$ cat config.mk
export PLATFORM = sky130hd
export DESIGN_NAME = fsm_pattern_serializer
export DESIGN_NICKNAME = d
export VERILOG_FILES = /design/src/rtl/fsm_pattern_serializer.sv
export SDC_FILE = /design/constraint.sdc
export NUM_CORES = 1
export LEC_CHECK = 0
export ABC_AREA = 1
export CELL_PAD_IN_SITES_DETAIL_PLACEMENT = 0
export CELL_PAD_IN_SITES_GLOBAL_PLACEMENT = 1
export CORE_MARGIN = 2
export CORE_UTILIZATION = 35
export DETAILED_ROUTE_END_ITERATION = 8
export GPL_TIMING_DRIVEN = 0
export PLACE_DENSITY_LB_ADDON = 0.1
export SLEW_MARGIN = 20
export SYNTH_ARGS = -nofsm -noshare
export SYNTH_HDL_FRONTEND = slang
export SYNTH_SLANG_ARGS = --single-unit
$ cat constraint.sdc
create_clock -name clk -period 1.77 [get_ports clk]
set_clock_uncertainty 0.15 [all_clocks]
set_input_delay 0.354 -clock clk [delete_from_list [all_inputs] [get_ports clk]]
set_output_delay 0.354 -clock clk [all_outputs]
set_load 0.05 [all_outputs]
$ cat src/rtl/fsm_pattern_serializer.sv
// Frame serializer: optional PAT_LEN-bit preamble then a WIDTH-bit word, MSB first, latency 1.
// Define PATTERN_SERIALIZER_PREAMBLE_EN to compile in the preamble (PRE) phase.
module fsm_pattern_serializer #(
    parameter int          WIDTH   = 8,
    parameter logic [31:0] PAT     = 32'b1101,
    parameter int          PAT_LEN = 4
) (
    input  logic             clk,
    input  logic             reset,
    input  logic [WIDTH-1:0] data_in,
    input  logic             load_in,
    output logic             ready_out,
    output logic             d_out,
    output logic             valid_out,
    output logic             done_out
);

    localparam int CNT_MAX = (WIDTH > PAT_LEN) ? WIDTH : PAT_LEN;
    localparam int CNT_W   = (CNT_MAX > 1) ? $clog2(CNT_MAX) : 1;
    localparam logic [CNT_W-1:0] LAST_BIT     = CNT_W'(WIDTH - 1);
    localparam logic [CNT_W-1:0] PENULT_BIT   = CNT_W'(WIDTH - 2);

`ifdef PATTERN_SERIALIZER_PREAMBLE_EN
    localparam logic [CNT_W-1:0]   LAST_PRE = CNT_W'(PAT_LEN - 1);
    localparam logic [PAT_LEN-1:0] PAT_BITS = PAT[PAT_LEN-1:0];

    typedef enum logic [1:0] {IDLE, PRE, SHIFT} state_t;
`else
    typedef enum logic [1:0] {IDLE, SHIFT} state_t;
`endif

    state_t           state_reg;
    logic [WIDTH-1:0] shift_reg;
    logic [CNT_W-1:0] cnt_reg;
    logic             d_out_reg;
    logic             valid_reg;
    logic             done_reg;
    logic             ready_reg;
`ifdef PATTERN_SERIALIZER_PREAMBLE_EN
    logic [PAT_LEN-1:0] pat_reg;
`endif

    // ready_reg is only ever high in IDLE or the final SHIFT cycle, so accept implies a frame boundary.
    logic accept;
    assign accept = load_in && ready_reg;

    always_ff @(posedge clk or posedge reset) begin
        if (reset) begin
            state_reg <= IDLE;
            shift_reg <= '0;
            cnt_reg   <= '0;
            d_out_reg <= 1'b0;
            valid_reg <= 1'b0;
            done_reg  <= 1'b0;
            ready_reg <= 1'b0;
`ifdef PATTERN_SERIALIZER_PREAMBLE_EN
            pat_reg   <= '0;
`endif
        end else if (accept) begin
            cnt_reg   <= '0;
            valid_reg <= 1'b1;
            done_reg  <= 1'b0;
            ready_reg <= 1'b0;
`ifdef PATTERN_SERIALIZER_PREAMBLE_EN
            state_reg <= PRE;
            shift_reg <= data_in;
            pat_reg   <= PAT_BITS << 1;
            d_out_reg <= PAT_BITS[PAT_LEN-1];
`else
            state_reg <= SHIFT;
            shift_reg <= data_in << 1;
            d_out_reg <= data_in[WIDTH-1];
`endif
        end else begin
            case (state_reg)
`ifdef PATTERN_SERIALIZER_PREAMBLE_EN
                PRE: begin
                    if (cnt_reg == LAST_PRE) begin
                        state_reg <= SHIFT;
                        cnt_reg   <= '0;
                        d_out_reg <= shift_reg[WIDTH-1];
                        shift_reg <= shift_reg << 1;
                    end else begin
                        cnt_reg   <= cnt_reg + 1'b1;
                        d_out_reg <= pat_reg[PAT_LEN-1];
                        pat_reg   <= pat_reg << 1;
                    end
                end
`endif
                SHIFT: begin
                    if (cnt_reg == LAST_BIT) begin
                        state_reg <= IDLE;
                        cnt_reg   <= '0;
                        d_out_reg <= 1'b0;
                        valid_reg <= 1'b0;
                        done_reg  <= 1'b0;
                        ready_reg <= 1'b1;
                    end else begin
                        // done and ready lead by one so they line up with the last bit.
                        cnt_reg   <= cnt_reg + 1'b1;
                        d_out_reg <= shift_reg[WIDTH-1];
                        shift_reg <= shift_reg << 1;
                        done_reg  <= (cnt_reg == PENULT_BIT);
                        ready_reg <= (cnt_reg == PENULT_BIT);
                    end
                end
                default: begin
                    state_reg <= IDLE;
                    cnt_reg   <= '0;
                    d_out_reg <= 1'b0;
                    valid_reg <= 1'b0;
                    done_reg  <= 1'b0;
                    ready_reg <= 1'b1;
                end
            endcase
        end
    end

    assign ready_out = ready_reg;
    assign d_out     = d_out_reg;
    assign valid_out = valid_reg;
    assign done_out  = done_reg;

endmodule

==> results of run 1 <==
-- layout make-up --
| type | instances | area [um^2] |
|---|---|---|
| fill | 199 | 1050 |
| buffer | 3 | 37.5 |
| sequential | 14 | 350 |
| tap | 27 | 33.8 |
| timing repair buffer | 13 | 121 |
| inverter | 4 | 15.0 |
| clock buffer | 3 | 22.5 |
| multi-input combinational | 57 | 289 |
-- timing repair --
item / in CTS / in global routing
hold endpoints to repair: 0 / 0
setup endpoints to repair: 4 / 1
resized for setup: 5 / 1
-- power by group --
group          switching, mW  internal, mW  total, mW
sequential            0.0757         0.448      0.523
combinational          0.412         0.219      0.630
clock                 0.0936        0.0787      0.172
total                  0.581         0.745       1.33
-- metal layers --
metal / vias up / wire [um]
met3: 2 / 62
li1: 281 / -
met4: 0 / 12
met5: - / 0
met2: 11 / 657
met1: 258 / 589
-- cells in the final DEF, fill, tap and decap left out, drive strengths merged --
cell | synthesis | final
clkbuf | 0 | 4
ha | 3 | 3
dlygate4sd2 | 0 | 3
nand3 | 14 | 14
buf | 3 | 3
dfrtp | 14 | 14
nor2 | 4 | 4
nand2 | 34 | 34
inv | 4 | 4
clkdlybuf4s50 | 0 | 9
o21ai | 2 | 2
-- cell families after synthesis --
kind of cell             count (synthesis)  synth area share
AND/OR/NAND/NOR                         52             0.349
flip-flops                              14             0.506
buffers and inverters                    7            0.0759
adder cells (fa/ha/maj)                  3            0.0543
AO/OA/AOI/OAI                            2            0.0145
-- how the worst min path moves through the flow --
stage / startpoint / endpoint / slack [ns] / depth (start not counted)
final: reset / shift_reg[4]$_DFFE_PP0P_ / 0.26 / 2
after global routing: load_in / shift_reg[6]$_DFFE_PP0P_ / 0.32 / 5
after CTS: reset / d_out$_DFF_PP0_ / 0.28 / 2
after detailed placement: shift_reg[7]$_DFFE_PP0P_ / shift_reg[7]$_DFFE_PP0P_ / 0.34 / 2
after global placement: shift_reg[7]$_DFFE_PP0P_ / shift_reg[7]$_DFFE_PP0P_ / 0.34 / 2
after floorplan: reset / cnt_reg[0]$_DFF_PP0_ / 0.09 / 1
-- per-stage QoR --
step	instances	utilization	hold slack, ns
floorplan	78	-	0.0932
global placement	118	0.445	0.341
detailed placement	118	0.445	0.344
CTS	121	0.455	0.279
global route	121	0.452	0.316
finish	121	0.452	0.259
-- cell usage after synthesis --
library cell	instances	area share
nand2_1	30	0.16
buf_8	1	0.022
nand2_2	3	0.027
buf_6	2	0.033
ha_1	3	0.054
dfrtp_1	14	0.51
nor2_1	4	0.022
o21ai_0	1	0.0072
nand3_2	1	0.014
nand3_1	13	0.094
o21ai_1	1	0.0072
inv_1	4	0.022
nand2_8	1	0.029
==> metrics.yaml, run 1 <==
dieArea_mm2: 0.00235
fin_crit_sh: 0.946
period_minus_slack_ns: 1.67
vias: 552
dieHeight_um: 48.5
fin_total_pwr_mw: 1.33
clock_latency_ns: 0.27
synth-seq-cells: 14
tns_ns: 0
synth_warnings: 0
dr.pass1.iters: 4
rows: 16
diodes: 0
stdcell_area_um2: 870
slowest_delay_ns: 0.53
cp-endpoint: "ready_out"
worstSetupPathType: "flop to output pin"
rsz0062_at_grt: "false"
cts_made_buffers: 3
grt_util_all_layers: 0.136
met3_usage: 0.0463
dp_hpwl_um: 977
drt-initial-drc-count: 5
cp_top_family: "buffers and inverters"
htreeDepth: 1
largest_reg_flops: 7
grt-ovfl-total: 0
start_util: 0.360
clk_pin_slew_ns: 0.08
hold_viol: 0
clock_sinks: 14
start_kind: "flop"
reg2reg_depth: 6
status: "complete, no violations"
root_buffer: "clkbuf_4"
postRouteWirelength_um: 1320
dpl-instance-area_um2: 856
fin_ws_ns: 0.0964
dp_worst_setup_slack_ns: 0.0212
worst-path-buf-inv: 1
grt_max_degree: 15
drive_above_1_share: 0.128
cts_buffer_depth: 2
synth_nets: 92
path_max_fanout: 2
ant_nets: 0
tritoncts: "yes"
first_global_vias: 545
antenna_found_initial: 0
gr-usage-met2: 0.208
path_cells: "dlygate4sd2_1"
max_cap_viol_count: 0
worst_pin_slew_ns: 0.518
slowest_stage: "dlygate4sd2_1"
cp_num_cells: 1
crit_start: "ready_out$_DFF_PP0_"
slew_violations: 0
nets: 110
use_met1: 0.182
postCtsHoldBufs: 0
port_buffers: 13
powerDensity_mw_per_mm2: 1520
reg2reg_to: "ready_out$_DFF_PP0_"
end_kind: "output pin"
wl_per_cell_um: 10.9
remaining_drc_errors: 0
required_ns: 1.27
vdd_ir_drop_max_v: 0.000794
syn_to_final_growth_pct: 25.7
gr-max-usage-layer: "met2"
yosysSeqAreaShare: 0.506
grt_pass1_wl_um: 2400
hp-class: "input port to async pin"
postCtsSetupBuffers: 0
power.leakage_nw: 0.472
gp_congestion: 0.776
netlist_area_um2: 692
die_x_um: 48.5
core_mm2: 0.00192
r2r_start: "cnt_reg[0]$_DFF_PP0_"
synth.avg_cell_area_um2: 8.87
synth_cell_types: 13
fmax_mhz: 598
postSynthCellCount: 78
setup_viol: 0
ioPinCount: 15
avgViaCountPerCell: 4.56
slew_headroom: 0.654
r2r_slack_ns: 0.21
worstPathArrival_ns: 1.17
(Power assumes the default switching activity.)
==> run 2, diff against run 1 <==
--- a/config.mk
+++ b/config.mk
@@ -6,6 +6,7 @@
 export NUM_CORES = 1
 export LEC_CHECK = 0
 export ABC_AREA = 1
+export CAP_MARGIN = 10
 export CELL_PAD_IN_SITES_DETAIL_PLACEMENT = 0
 export CELL_PAD_IN_SITES_GLOBAL_PLACEMENT = 1
 export CORE_MARGIN = 2
@@ -13,7 +14,6 @@
 export DETAILED_ROUTE_END_ITERATION = 8
 export GPL_TIMING_DRIVEN = 0
 export PLACE_DENSITY_LB_ADDON = 0.1
-export SLEW_MARGIN = 20
 export SYNTH_ARGS = -nofsm -noshare
 export SYNTH_HDL_FRONTEND = slang
 export SYNTH_SLANG_ARGS = --single-unit
==> results of run 2 <==
The final DEF is identical to that of run 1; final timing and power are the same.
